--- src/rtl/chip8_audio_pkg.sv ---
// Shared types and codes for the CHIP-8 audio path: envelope states,
// config register addresses, timbre codes and a volume-step helper.
package chip8_audio_pkg;

    typedef enum logic [1:0] {
        IDLE    = 2'd0,
        ATTACK  = 2'd1,
        SUSTAIN = 2'd2,
        RELEASE = 2'd3
    } env_state_t;

    localparam logic [1:0] CFG_TIMBRE = 2'd0;
    localparam logic [1:0] CFG_TONE   = 2'd1;
    localparam logic [1:0] CFG_VOL    = 2'd2;

    localparam logic [1:0] TIMBRE_SINE     = 2'd0;
    localparam logic [1:0] TIMBRE_SQUARE   = 2'd1;
    localparam logic [1:0] TIMBRE_TRIANGLE = 2'd2;
    localparam logic [1:0] TIMBRE_SAW      = 2'd3;

    // One LSB toward tgt; never overshoots, so the result stays inside 0..7.
    function automatic logic [2:0] vol_toward(input logic [2:0] cur, input logic [2:0] tgt);
        if (cur < tgt)      return cur + 3'd1;
        else if (cur > tgt) return cur - 3'd1;
        else                return cur;
    endfunction

endpackage

--- src/rtl/chip8_tick_gen.sv ---
// Free-running divider: pulse is high for the single cycle the counter sits
// at DIV-1, and the counter wraps on that cycle. clr restarts the count.
module chip8_tick_gen #(
    parameter int unsigned DIV = 2
) (
    input  logic clk_m,
    input  logic rst,
    input  logic clr,
    output logic pulse
);

    localparam int unsigned CW = (DIV > 1) ? $clog2(DIV) : 1;
    localparam logic [CW-1:0] LAST = CW'(DIV - 1);

    logic [CW-1:0] cnt;

    assign pulse = (cnt == LAST);

    always_ff @(posedge clk_m) begin
        if (rst || clr || pulse) cnt <= '0;
        else                     cnt <= cnt + 1'b1;
    end

endmodule

--- src/rtl/chip8_sound_ctrl.sv ---
// CHIP-8 sound controller: sound timer, 60 Hz tick, tick-aligned config commit
// and, with CHIP8_SOUND_ENVELOPE_EN defined, an attack/release volume envelope.
module chip8_sound_ctrl
    import chip8_audio_pkg::*;
#(
    parameter int unsigned TICK_DIV = 1666667,
    parameter int unsigned RAMP_DIV = 4096,
    parameter logic [9:0]  TONE_RST = 10'd440,
    parameter logic [2:0]  VOL_RST  = 3'd7
) (
    input  logic       clk_in,
    input  logic       rst_in,
    input  logic       st_we_in,
    input  logic [7:0] st_data_in,
    input  logic       cfg_we_in,
    input  logic [1:0] cfg_addr_in,
    input  logic [9:0] cfg_data_in,
    input  logic       pause_in,
    output logic       tick_out,
    output logic [7:0] st_out,
    output logic       active_out,
    output logic [1:0] timbre_out,
    output logic [9:0] tone_out,
    output logic [2:0] vol_out
);

    logic       idle;
    logic [1:0] sh_timbre, nx_timbre;
    logic [9:0] sh_tone, nx_tone;
    logic [2:0] sh_vol, nx_vol, vol_tgt;
    logic       commit;

    chip8_tick_gen #(.DIV(TICK_DIV)) u_tick (
        .clk_m (clk_in),
        .rst   (rst_in),
        .clr   (1'b0),
        .pulse (tick_out)
    );

    // Sound timer: a load beats a same-cycle decrement.
    always_ff @(posedge clk_in) begin
        if (rst_in)                                   st_out <= 8'd0;
        else if (st_we_in)                            st_out <= st_data_in;
        else if (tick_out && st_out != 8'd0 && !pause_in) st_out <= st_out - 8'd1;
    end

    // Forward a same-cycle write so a commit never drops fresh data.
    always_comb begin
        nx_timbre = sh_timbre;
        nx_tone   = sh_tone;
        nx_vol    = sh_vol;
        if (cfg_we_in) begin
            case (cfg_addr_in)
                CFG_TIMBRE: nx_timbre = cfg_data_in[1:0];
                CFG_TONE:   nx_tone   = cfg_data_in;
                CFG_VOL:    nx_vol    = cfg_data_in[2:0];
                default:    ;
            endcase
        end
    end

    assign commit = tick_out || idle;

    always_ff @(posedge clk_in) begin
        if (rst_in) begin
            sh_timbre  <= TIMBRE_SINE;
            sh_tone    <= TONE_RST;
            sh_vol     <= VOL_RST;
            timbre_out <= TIMBRE_SINE;
            tone_out   <= TONE_RST;
            vol_tgt    <= VOL_RST;
        end else begin
            sh_timbre <= nx_timbre;
            sh_tone   <= nx_tone;
            sh_vol    <= nx_vol;
            if (commit) begin
                timbre_out <= nx_timbre;
                tone_out   <= nx_tone;
                vol_tgt    <= nx_vol;
            end
        end
    end

`ifdef CHIP8_SOUND_ENVELOPE_EN
    env_state_t state, state_nx;
    logic [2:0] vol_q, vol_nx;
    logic       step;

    chip8_tick_gen #(.DIV(RAMP_DIV)) u_ramp (
        .clk_m (clk_in),
        .rst   (rst_in),
        .clr   (state_nx != state),
        .pulse (step)
    );

    always_ff @(posedge clk_in) begin
        if (rst_in) begin
            state <= IDLE;
            vol_q <= 3'd0;
        end else begin
            state <= state_nx;
            vol_q <= vol_nx;
        end
    end

    always_comb begin
        state_nx = state;
        vol_nx   = vol_q;
        case (state)
            IDLE: begin
                vol_nx = 3'd0;
                if (st_out != 8'd0) state_nx = ATTACK;
            end
            ATTACK: begin
                if (st_out == 8'd0)       state_nx = RELEASE;
                else if (vol_q >= vol_tgt) state_nx = SUSTAIN;
                else if (step)            vol_nx = (vol_q == 3'd7) ? vol_q : vol_q + 3'd1;
            end
            SUSTAIN: begin
                if (st_out == 8'd0) state_nx = RELEASE;
                else if (step)      vol_nx = vol_toward(vol_q, vol_tgt);
            end
            RELEASE: begin
                // Re-attack starts from the current level, so no click to zero.
                if (st_out != 8'd0)    state_nx = ATTACK;
                else if (vol_q == 3'd0) state_nx = IDLE;
                else if (step)         vol_nx = vol_q - 3'd1;
            end
            default: state_nx = IDLE;
        endcase
    end

    assign idle       = (state == IDLE);
    assign active_out = (state != IDLE);
    assign vol_out    = vol_q;
`else
    logic active_q;

    always_ff @(posedge clk_in) begin
        if (rst_in) active_q <= 1'b0;
        else        active_q <= (st_out != 8'd0);
    end

    assign idle       = (st_out == 8'd0);
    assign active_out = active_q;
    assign vol_out    = active_q ? vol_tgt : 3'd0;
`endif

endmodule

--- config.mk ---
export PLATFORM = sky130hd
export DESIGN_NAME = chip8_sound_ctrl
export DESIGN_NICKNAME = d
export VERILOG_FILES = /design/src/rtl/chip8_audio_pkg.sv /design/src/rtl/chip8_tick_gen.sv /design/src/rtl/chip8_sound_ctrl.sv
export SDC_FILE = /design/constraint.sdc
export NUM_CORES = 1
export LEC_CHECK = 0
export BUFFER_PORTS_ARGS = -buffer_cell sky130_fd_sc_hd__buf_2
export CAP_MARGIN = 20
export CORE_ASPECT_RATIO = 1.2
export CORE_UTILIZATION = 52
export CTS_CLUSTER_SIZE = 8
export DETAILED_ROUTE_END_ITERATION = 6
export PLACE_DENSITY = 0.72
export SLEW_MARGIN = 20
export SYNTH_ARGS = -nofsm -noshare
export SYNTH_HDL_FRONTEND = slang
export SYNTH_SLANG_ARGS = --single-unit
--- constraint.sdc ---
create_clock -name clk_in -period 2.9 [get_ports clk_in]
set_input_delay 0.87 -clock clk_in [delete_from_list [all_inputs] [get_ports clk_in]]
set_output_delay 0.87 -clock clk_in [all_outputs]
set_load 0.01 [all_outputs]
## Word level (Yosys, flattened, before mapping)

Index checks and enable logic that the tools add are counted.

| operators by class | value |
|---|---|
| $add $sub $neg | 2 |
| $mul | 0 |
| div/mod/pow operators | 0 |
| $lt $le $gt $ge | 0 |
| equal/unequal tests | 3 |
| shifts and indexed selects | 0 |
| mux-type cells | 9 |
| bitwise operators | 0 |
| reduce and logical (&&, ||, !) cells | 9 |

Operator list:

| kind | number |
|---|---|
| $add A21 B1 Y21 const B | 1 |
| $eq A21 B21 Y1 const B | 1 |
| $mux W10 | 2 |
| $mux W8 | 2 |
| $mux W3 | 3 |
| $logic_not A8 Y1 | 1 |
| $reduce_bool A8 Y1 | 1 |
| $sub A8 B1 Y8 const B | 1 |
| $mux W2 | 2 |
| $eq A2 B1 Y1 const B | 1 |
| $eq A2 B2 Y1 const B | 1 |
| $logic_and A1 B1 Y1 | 2 |
| $logic_not A2 Y1 | 1 |
| $logic_or A1 B1 Y1 | 2 |
| $reduce_bool A2 Y1 | 1 |
| $logic_not A1 Y1 | 1 |

| word-level totals | value |
|---|---|
| register bits | 60 |
| latch bits | 0 |
| bits in writable memories | 0 |
| memory bits (read-only) | 0 |
| output and inout bits | 25 |
| memories | 0 |

## Longest topological paths before layout

| logic depth | value |
|---|---|
| depth in word-level cells | 5 |
| mapped depth | 7 |
| depth with buffers taken out | 6 |

## Cells and area by module

Synthesis repeated with hierarchy kept, for this count alone.

| unflattened totals | value |
|---|---|
| cells, all modules | 290 |
| area total of the unflattened synthesis | 2695.1 µm² |

Modules (own cells, without submodules):

| module | times used | cells an instance | area each (µm²) |
|---|---|---|---|
| chip8_sound_ctrl | 1 | 175 | 1694.1 |
| chip8_tick_gen | 1 | 115 | 1001.0 |

## Worst setup path after synthesis

No wires, ideal clock.

| path | value |
|---|---|
| kind | reg2out |
| start point | register u_tick.cnt[4] |
| end point | output tick_out |
| arrival | 1640 ps |
| required time | 2030 ps |
| slack | 390 ps |
| stages on the path, launching flop included | 4 |
| cell sequence | dfxtp_1 or4b_1 or2_2 nor4_1 |

| between the ends | value |
|---|---|
| cells in the longest elaborated chain, start to end | 1 |

Ends and longest elaborated chain:

| element | RTL line | RTL |
|---|---|---|
| start, declared | chip8_tick_gen.sv:15 | `logic [CW-1:0] cnt;` |
| start signal, assigned | chip8_tick_gen.sv:21 | `else cnt <= cnt + 1'b1;` |
| $eq A21 B21 Y1 | chip8_tick_gen.sv:17 | `assign pulse = (cnt == LAST);` |
| end, declared | chip8_sound_ctrl.sv:19 | `output logic tick_out,` |

Every way passes these cells.

## Worst setup path in the final report

| path | value |
|---|---|
| start point | register u_tick.cnt[2] |
| end point | output tick_out |

Same word-level chain as after synthesis.

==> results.md <==
- Outcome: finished with violations
- Failing checks: DRC
- Sw frac: 0.237
- Worst Clk Skew: 9.29 ps
- Synth Flop Type: dfxtp_1
- Switch Pwr: 0.481 mW
- Crit path max fanout: 6
- Final nets: 389
- Top-count cell post-synth: dfxtp_1
- DP Area: 0.00313 sq mm
- Pwr Density: 597 mW/mm^2
- Routed length per placed instance: 13.8 um
- IO buf count: 49
- Sequential area share after synthesis: 0.426
- Synth Cell Area: 0.00282 sq mm
- Core ar.: 0.00526 sq mm
- Cells after Synth: 306
- Cell leakage power: 1.41 nW
- CP cell instances: or4b_4, or2_2, nor4_4, buf_2
- Design area: 0.00340 sq mm
- Worst Path Arrival: 1940 ps
- CTS tree: built
- Total CTS buffers: 9
- Largest cells by area after synthesis: dfxtp_1 (43%), mux2_4 (5.3%), nand2_1 (4.8%), mux2i_1 (3.2%), xor2_1 (3.1%)
- Post-DR vias/cell: 5.54
- Setup bufs post-CTS: 0
- VDD IR-drop max: 0.000465 V
- Internal Power: 1.55 mW
- Initial Utilization: 0.535
- Mapped Nets: 335
- IO Pins: 50
- Cell taking the most area after synthesis: dfxtp_1
- GRT Overall Usage: 0.211
- Slew Limit Fails: 0
- Sequential share of power: 0.435
- Avg Inst Size Synth: 9.20 sq um
- Area of the die: 0.00572 sq mm
- Rel. slew slack: 0.529
- Setup-failing EPs final: 0
- Worst stage delay on the critical path: 540 ps
- Cell Rows: 29
- Worst Setup End Kind: primary output
- Inst Count DP: 411
- Layout fillers: 449
- CP Depth: 4
- Top cell type's share of synthesized area: 0.426
- R2r setup slk: 740 ps
- Share of post-route cells with drive strength above 1: 0.274
- Setup TNS Final: 0 ps
- Place WS: 231 ps
- Synth top cells by count: dfxtp_1 (60), nand2_1 (36), nor2_1 (20)
- Chip width: 69.2 um
- Min setup slack post-route: 88.0 ps
- Seq cells post-synth: 60
- Combinational share of power: 0.105
- WP buf/inv: 1
- Post-DRT Antenna Nets: 0
- Residual DRC: 2
- Placed wire-length estimate: 4100 um
- GRT overflow: 0
- CP max-delay cell: or4b_4
- Worst-margin pin slew: 704 ps
- Total wire length: 5870 um
- Clock share of power: 0.460
- Via count: 2364
- Final cell count without fillers: 427
- Longest Clk Path Bufs: 2
- Worst-Skew Late Latency: 350 ps
- # clock sinks: 60
- Die height: 82.6 um
- Area delta synth->final: 20.6%
- Max Cap Violations: 0
- Worst min-delay path class: reg -> reg
- Fin Hold WS: 459 ps
- CTS H-tree lvls: 3
- Vias in the first global route: 2034
- RSZ-0062 raised after global routing: no
- WS Path Type: reg -> out
- Antenna cells: 0
- Clock slew at reported path FFs: 60 ps
- Final Core Density: 0.646
- Final Cycle Share: 0.970
- R2r worst-path depth: 4
- Detailed Routing Iterations Pass 1: 6
- First-pass GRT wire length: 9430 um
- CP delay by family, top: simple AND/OR/NAND/NOR gates
- Worst path required time: 2030 ps
- Hold path depth: 2
- Peak Freq: 356 MHz
- Final Hold Viols: 0
- YS warnings: 0
- Root Buffer: clkbuf_8
- Min Tclk post-route: 2810 ps
- Startpoint Class: flip-flop
- Distinct cells, synth: 52
- Largest net degree at the start of global routing: 22
- EDFF count, synth: 0
- 1st-iter DRT viols: 136
- Final Total Pwr: 2.03 mW
- RD Place Congestion: 0.838
- Async set or reset register ratio after synthesis: 0
- Antenna violations before repair: 0
[worst min-delay path, stage by stage, from the launching register on]
cell	delay, ps
dfxtp_1	300
nand2_1	50
a21oi_1	70
[logic make-up after synthesis]
| logic type | synth area share |
|---|---|
| buffers and inverters | 0.0289 |
| flip-flops | 0.426 |
| multiplexers | 0.101 |
| AND/OR/NAND/NOR | 0.287 |
| adder cells (fa/ha/maj) | 0.0178 |
| XOR/XNOR | 0.0373 |
| AO/OA/AOI/OAI | 0.101 |
[worst paths after layout]
path                       startpoint                      to
max reg2reg  u_tick.cnt[7]$_SDFF_PP0_  st_out[1]$_SDFFE_PP0P_
max          u_tick.cnt[2]$_SDFF_PP0_                tick_out
min reg2reg     sh_tone[6]$_SDFF_PP0_   sh_tone[6]$_SDFF_PP0_
min             sh_tone[6]$_SDFF_PP0_   sh_tone[6]$_SDFF_PP0_
[registers in the layout (all words and copies together) (netlist names)]
register,count
active_out,1
sh_timbre,2
sh_tone,10
sh_vol,3
st_out,8
timbre_out,2
tone_out,10
u_tick.cnt,21
vol_tgt,3
[repair_timing]
action,CTS,global route
setup endpoints to repair,1,1
gates resized for setup,2,1
hold buffers,0,0
[metal layers]
| layer | share of wire | routed length [um] | up-vias | GRT usage |
|---|---|---|---|---|
| met2 | 0.48 | 2800 | 43 | 0.344 |
| met4 | 0.012 | 69 | 0 | 0.100 |
| li1 | - | - | 1215 | - |
| met3 | 0.036 | 210 | 7 | 0.0558 |
| met1 | 0.48 | 2790 | 1099 | 0.263 |
| met5 | 0 | 0 | - | 0 |
[area by class of cell]
type / count / area, sq um / area share
flip-flops and latches: 60 / 1200 / 0.354
well taps: 62 / 77.6 / 0.0228
clock buffers: 10 / 138 / 0.0405
inverters: 7 / 26.3 / 0.00773
repair buffers: 55 / 290 / 0.0855
clock inverters: 6 / 111 / 0.0328
multi-input cells: 227 / 1550 / 0.457
[placed cells by master, fill, tap and decap left out, types with 10 or more instances in the layout]
cell,count
buf_2,49
xor2_1,10
dfxtp_1,60
nand2_1,36
nor2_1,20
a21oi_1,14
mux2_4,10
nand3_1,14
clkbuf_8,10
[power groups by stage]
stage	combinational [mW]	sequential, mW	clock (mW)
4_1_cts	0.215	0.881	0.951
3_5_place_dp	0.214	0.900	0
2_1_floorplan	0.138	0.904	0
3_3_place_gp	0.212	0.899	0
5_1_grt	0.236	0.886	0.990
6_report	0.214	0.882	0.933
No activity file was read; power rests on OpenSTA's default activity.
